===== config.mk =====
export PLATFORM = sky130hd
export DESIGN_NAME = alarm_mode_ctrl
export DESIGN_NICKNAME = d
export VERILOG_FILES = /design/src/rtl/alarm_pkg.sv /design/src/rtl/tick_counter.sv /design/src/rtl/alarm_mode_ctrl.sv
export SDC_FILE = /design/constraint.sdc
export NUM_CORES = 1
export LEC_CHECK = 0
export CORE_UTILIZATION = 35
export DETAILED_ROUTE_END_ITERATION = 6
export PLACE_DENSITY = 0.54
export SLEW_MARGIN = 10
export SYNTH_ARGS = -nofsm -noshare
export SYNTH_HDL_FRONTEND = slang
export SYNTH_SLANG_ARGS = --single-unit

===== constraint.sdc =====
create_clock -name clk -period 2.6 [get_ports clk]
set_clock_uncertainty 0.05 [all_clocks]
set_input_delay 0.39 -clock clk [delete_from_list [all_inputs] [get_ports clk]]
set_output_delay 0.39 -clock clk [all_outputs]
set_load 0.01 [all_outputs]

===== src/rtl/alarm_pkg.sv =====
// Shared state encoding, adjust-field indices and sizing helper
// for the alarm mode controller.
package alarm_pkg;

  typedef enum logic [1:0] {
    ST_ADJUST = 2'd0,
    ST_RUN    = 2'd1,
    ST_RING   = 2'd2,
    ST_SNOOZE = 2'd3
  } state_e;

  localparam int TIME_HR  = 0;
  localparam int TIME_MIN = 1;
  localparam int ALM_BASE = 2;

  function automatic int cnt_width(input int a, input int b);
    int m;
    m = (a > b) ? a : b;
    return $clog2(m + 1);
  endfunction

endpackage


===== src/rtl/tick_counter.sv =====
// Loadable saturating up/down seconds counter, shared by the
// ring timeout and the snooze delay.
module tick_counter #(
  parameter int W = 8
) (
  input  logic         clk,
  input  logic         rst,
  input  logic         tick,
  input  logic         load,
  input  logic [W-1:0] load_val,
  input  logic         cnt_up,
  input  logic         cnt_dn,
  output logic [W-1:0] count
);

  logic [W-1:0] count_q, count_d;

  always_comb begin
    count_d = count_q;
    if (load) begin
      count_d = load_val;
    end else if (tick && cnt_up && count_q != '1) begin
      count_d = count_q + W'(1);
    end else if (tick && cnt_dn && count_q != '0) begin
      count_d = count_q - W'(1);
    end
  end

  always_ff @(posedge clk) begin
    if (rst) count_q <= '0;
    else     count_q <= count_d;
  end

  assign count = count_q;

endmodule


===== src/rtl/alarm_mode_ctrl.sv =====
// Alarm clock mode controller: adjust/run/ring/snooze sequencing,
// per-alarm arming and one-shot-per-match ring suppression.
module alarm_mode_ctrl
  import alarm_pkg::*;
#(
  parameter int NUM_ALARMS   = 2,
  parameter int RING_TIMEOUT = 60,
  parameter int SNOOZE_TICKS = 300,
  parameter int NF           = ALM_BASE + 2 * NUM_ALARMS
) (
  input  logic                  clk,
  input  logic                  rst,
  input  logic                  tick_1hz,
  input  logic                  up,
  input  logic                  down,
  input  logic                  left,
  input  logic                  right,
  input  logic                  center,
  input  logic [NUM_ALARMS-1:0] match,
  input  logic [NUM_ALARMS-1:0] arm_tgl,
  output logic                  adjust,
  output logic [NF-1:0]         field_sel,
  output logic                  clock_run,
  output logic                  led,
  output logic                  snoozing,
  output logic [1:0]            ring_id,
  output logic [NUM_ALARMS-1:0] armed
);

  localparam int CW = cnt_width(RING_TIMEOUT, SNOOZE_TICKS);
  localparam int FW = $clog2(NF);

  state_e                state_q, state_d;
  logic [FW-1:0]         field_q, field_d;
  logic [1:0]            ring_id_q, ring_id_d;
  logic [NUM_ALARMS-1:0] armed_q, armed_d;
  logic [NUM_ALARMS-1:0] served_q, served_d;

  logic                  adjust_q;
  logic [NF-1:0]         field_sel_q;
  logic                  clock_run_q;
  logic                  led_q;
  logic                  snoozing_q;

  logic [NUM_ALARMS-1:0] trig, other, ring_mask, served_set;
  logic                  disarm, btn_dismiss, btn_snooze;
  logic                  cnt_load, cnt_up, cnt_dn;
  logic [CW-1:0]         cnt_val, cnt;

  function automatic logic [1:0] lowest(
    input logic [NUM_ALARMS-1:0] v
  );
    logic [1:0] idx;
    idx = '0;
    for (int k = NUM_ALARMS - 1; k >= 0; k--) begin
      if (v[k]) idx = 2'(k);
    end
    return idx;
  endfunction

  tick_counter #(.W(CW)) u_cnt (
    .clk      (clk),
    .rst      (rst),
    .tick     (tick_1hz),
    .load     (cnt_load),
    .load_val (cnt_val),
    .cnt_up   (cnt_up),
    .cnt_dn   (cnt_dn),
    .count    (cnt)
  );

  always_comb begin
    for (int k = 0; k < NUM_ALARMS; k++) begin
      ring_mask[k] = (ring_id_q == 2'(k));
    end
    trig        = match & armed_q & ~served_q;
    other       = trig & ~ring_mask;
    disarm      = |(arm_tgl & armed_q & ring_mask);
    btn_dismiss = center | left | right;
    btn_snooze  = up | down;

    state_d    = state_q;
    field_d    = field_q;
    ring_id_d  = ring_id_q;
    armed_d    = armed_q ^ arm_tgl;
    served_set = '0;
    cnt_load   = 1'b0;
    cnt_val    = '0;
    cnt_up     = 1'b0;
    cnt_dn     = 1'b0;

    unique case (state_q)
      ST_ADJUST: begin
        if (right) begin
          field_d = (field_q == FW'(NF - 1)) ? '0 : field_q + FW'(1);
        end else if (left) begin
          field_d = (field_q == '0) ? FW'(NF - 1) : field_q - FW'(1);
        end else if (center) begin
          // alarms already matching must not ring on entry
          served_set = match;
          state_d    = ST_RUN;
        end
      end
      ST_RUN: begin
        if (|trig) begin
          state_d   = ST_RING;
          ring_id_d = lowest(trig);
          cnt_load  = 1'b1;
        end else if (center) begin
          state_d = ST_ADJUST;
          field_d = FW'(TIME_HR);
        end
      end
      ST_RING: begin
        if (disarm) begin
          state_d = ST_RUN;
        end else if (btn_dismiss) begin
          served_set = ring_mask;
          state_d    = ST_RUN;
        end else if (btn_snooze) begin
          served_set = ring_mask;
          cnt_load   = 1'b1;
          cnt_val    = CW'(SNOOZE_TICKS);
          state_d    = ST_SNOOZE;
        end else if (tick_1hz && cnt == CW'(RING_TIMEOUT - 1)) begin
          served_set = ring_mask;
          state_d    = ST_RUN;
        end else begin
          cnt_up = 1'b1;
        end
      end
      ST_SNOOZE: begin
        if (disarm || center) begin
          state_d = ST_RUN;
        end else if (|other) begin
          state_d   = ST_RING;
          ring_id_d = lowest(other);
          cnt_load  = 1'b1;
        end else if (tick_1hz && cnt == CW'(1)) begin
          state_d  = ST_RING;
          cnt_load = 1'b1;
        end else begin
          cnt_dn = 1'b1;
        end
      end
      default: state_d = ST_ADJUST;
    endcase

    served_d = (served_q | served_set) & match;
  end

  always_ff @(posedge clk) begin
    if (rst) begin
      state_q     <= ST_ADJUST;
      field_q     <= FW'(TIME_HR);
      ring_id_q   <= '0;
      armed_q     <= '0;
      served_q    <= '0;
      adjust_q    <= 1'b1;
      field_sel_q <= NF'(1);
      clock_run_q <= 1'b0;
      led_q       <= 1'b0;
      snoozing_q  <= 1'b0;
    end else begin
      state_q     <= state_d;
      field_q     <= field_d;
      ring_id_q   <= ring_id_d;
      armed_q     <= armed_d;
      served_q    <= served_d;
      adjust_q    <= (state_d == ST_ADJUST);
      field_sel_q <= (state_d == ST_ADJUST) ? (NF'(1) << field_d) : '0;
      clock_run_q <= (state_d != ST_ADJUST);
      led_q       <= (state_d == ST_RING);
      snoozing_q  <= (state_d == ST_SNOOZE);
    end
  end

  assign adjust    = adjust_q;
  assign field_sel = field_sel_q;
  assign clock_run = clock_run_q;
  assign led       = led_q;
  assign snoozing  = snoozing_q;
  assign ring_id   = ring_id_q;
  assign armed     = armed_q;

endmodule


==> metrics.yaml <==
syn2layout_area_growth_pct: 39.0
clock_latency_ps: 290
die_w_um: 73.7
irDropWorstVdd_uv: 187
relSlewSlack_pct: 66.7
portBuffers: 24
htreeDepth: 2
final_area_mm2: 0.00250
cts.clk_slew.worst_paths_ps: 70
ctsHoldBuffers: 0
antenna_found_initial: 0
p_per_area_mw_per_mm2: 476
synth.most_common_cell: "dfxtp_1"
core_area_mm2: 0.00485
worst_slack_ps: 26.2
synth.area.top_cells: "dfxtp_1 32%, ha_1 5.6%, nor3_1 3.9%"
rows: 25
total_leakage_power_nw: 0.965
swShare_pct: 25.0
fin_setup_tns_ps: 0
diodes: 0
place.gp.congestion: 0.833
ys_ff_latch: 29
dr_total_vias: 1749
clock_sinks: 29
rsz0062_at_grt: "yes"
run_status: "complete, no violations"
drt_iter0_drc: 88
p_switching_mw: 0.297
ys_seq_area_share_pct: 32.3
clkPwrFrac_pct: 41.4
synth_warnings: 0
cts-root-buf: "clkbuf_8"
grt_pass1_wl_um: 7650
dp_slack_ps: -168
min-delay-path-class: "flop to flop"
grt_use_total_pct: 18.9
whs_ps: 475
synth-async-reset-ratio_pct: 0
hold_viol_final: 0
slew_violations: 0
worstPathArrival_ps: 2750
worstPathMaxFanout: 4
start_util_pct: 37.1
synthCells: 215
final_util_pct: 51.6
worst_pin_slew_ps: 496
ant_nets: 0
cts_inserted_buffers: 5
final_nets: 293
ys.flop_type: "dfxtp_1"
p_seq_share_pct: 40.4
io_pins: 26
synth_top_area_cell: "dfxtp_1"
syn_nets: 235
fin_crit_ps: 2570
overflow: 0
synth.distinct_cells: 53
fin_crit_sh_pct: 99.0
power_frac_comb_pct: 18.2
total_power_mw: 1.19
routed_via_density: 5.13
max_freq_mhz: 389
syn_avg_cell_area_um2: 8.37
place_inst: 331
die_h_um: 73.7
setup-violations-final: 0
first_pass_iters: 4
cts_tree: "done"
crit_path_end_kind: "flop"
criticalPathCategory: "flop to flop"
synth_edf_count: 0
intPower_mw: 0.893
drc: 0
finalNonFillerCells: 341
routed_wl_um: 4670
dp_hpwl_um: 3560
drv_cap: 0
die_area_mm2: 0.00543
synthesis.area_mm2: 0.00180
cp_data_required_time_ps: 2780
first_global_vias: 1544
layout-drive-gt1-share_pct: 21.5
wire_per_inst_um: 13.7
place_area_mm2: 0.00233
grt_max_degree: 13
synthTopCellsByCount: "29 x dfxtp_1, 16 x nor2_1, 14 x nor3_1, 13 x nand2_1, 13 x o21ai_0"
clockBufferDepth: 2
yosysTopAreaCellShare_pct: 32.3
startpoint_type: "flop"
## state kept, by name (all words and copies together) (netlist names), 2 cells and up
name,cells
armed,2
field_q,3
field_sel,6
served_q,2
state_q,2
u_cnt.count,9
## final timing paths
kind	from	slack (ps)	cells past startpoint	to
max	u_cnt.count[0]	30	11	u_cnt.count[6]
min	field_q[2]	480	2	field_q[2]
max reg2reg	u_cnt.count[0]	30	11	u_cnt.count[6]
min reg2reg	field_q[2]	480	2	field_q[2]
## area by class of cell
class                   instances  area (um^2)
flip-flops and latches         29          583
clock buffers                   7         86.3
well taps                      67         83.8
multi-input cells             167         1160
repair buffers                 62          529
inverters                       8         30.0
fillers                       472         2350
clock inverters                 1         30.0
## routing by layer
metal / vias up / wire [um] / track usage (%) / part of all wire, %
met5: - / 0 / 0 / 0
met4: 0 / 76 / 7.69 / 1.6
met3: 6 / 142 / 4.25 / 3.0
met2: 32 / 1850 / 25.3 / 40
met1: 798 / 2610 / 28.6 / 56
li1: 913 / - / - / -
## cells by family after synthesis
logic type / share of synthesized area [%]
AOI/OAI and AO/OA: 21.1
DFF: 32.3
xor gates and xnor gates: 0.974
muxes: 4.59
and+or+nand+nor: 30.3
buffers and inverters: 5.01
other: 0.208
adders and majority gates: 5.56
## worst max-delay path: stages, from the launching register on
cell and delay [ps]:
dfxtp_2 350, ha_4 160, and3_4 180, and3_1 170, ha_1 170, nor2b_1 130
nand4_1 190, buf_4 190, or3_1 340, o31a_1 120, or3_1 330, a21oi_2 130
## repair_timing
item                       in CTS  in global routing
setup buffers                   1                  1
resized for setup               4                  6
pin swaps                       1                  3
setup endpoints to repair       3                  5
## power groups by stage
stage / registers (mW) / clock network (mW) / logic [mW]
final: 0.481 / 0.492 / 0.217
after global routing: 0.484 / 0.526 / 0.240
after CTS: 0.481 / 0.504 / 0.215
after detailed placement: 0.491 / 0 / 0.214
after global placement: 0.491 / 0 / 0.213
after floorplan: 0.495 / 0 / 0.114
## cells in the final DEF (no fill, tap or decap), drive strengths merged, types with 3 or more instances in the layout
cell and n:
or3 5, nor3b 3, clkdlybuf4s50 24, o21ai 14, nand2 13, dfxtp 29
nand3 3, buf 38, ha 8, o31a 3, mux2i 6, o31ai 3
nor4 3, inv 8, a31oi 4, clkbuf 7, and3 5, a21oi 12
nand2b 6, nand4 3, nor2b 10, nor3 15, nor2 17
No activity file was read; power rests on OpenSTA's default activity.
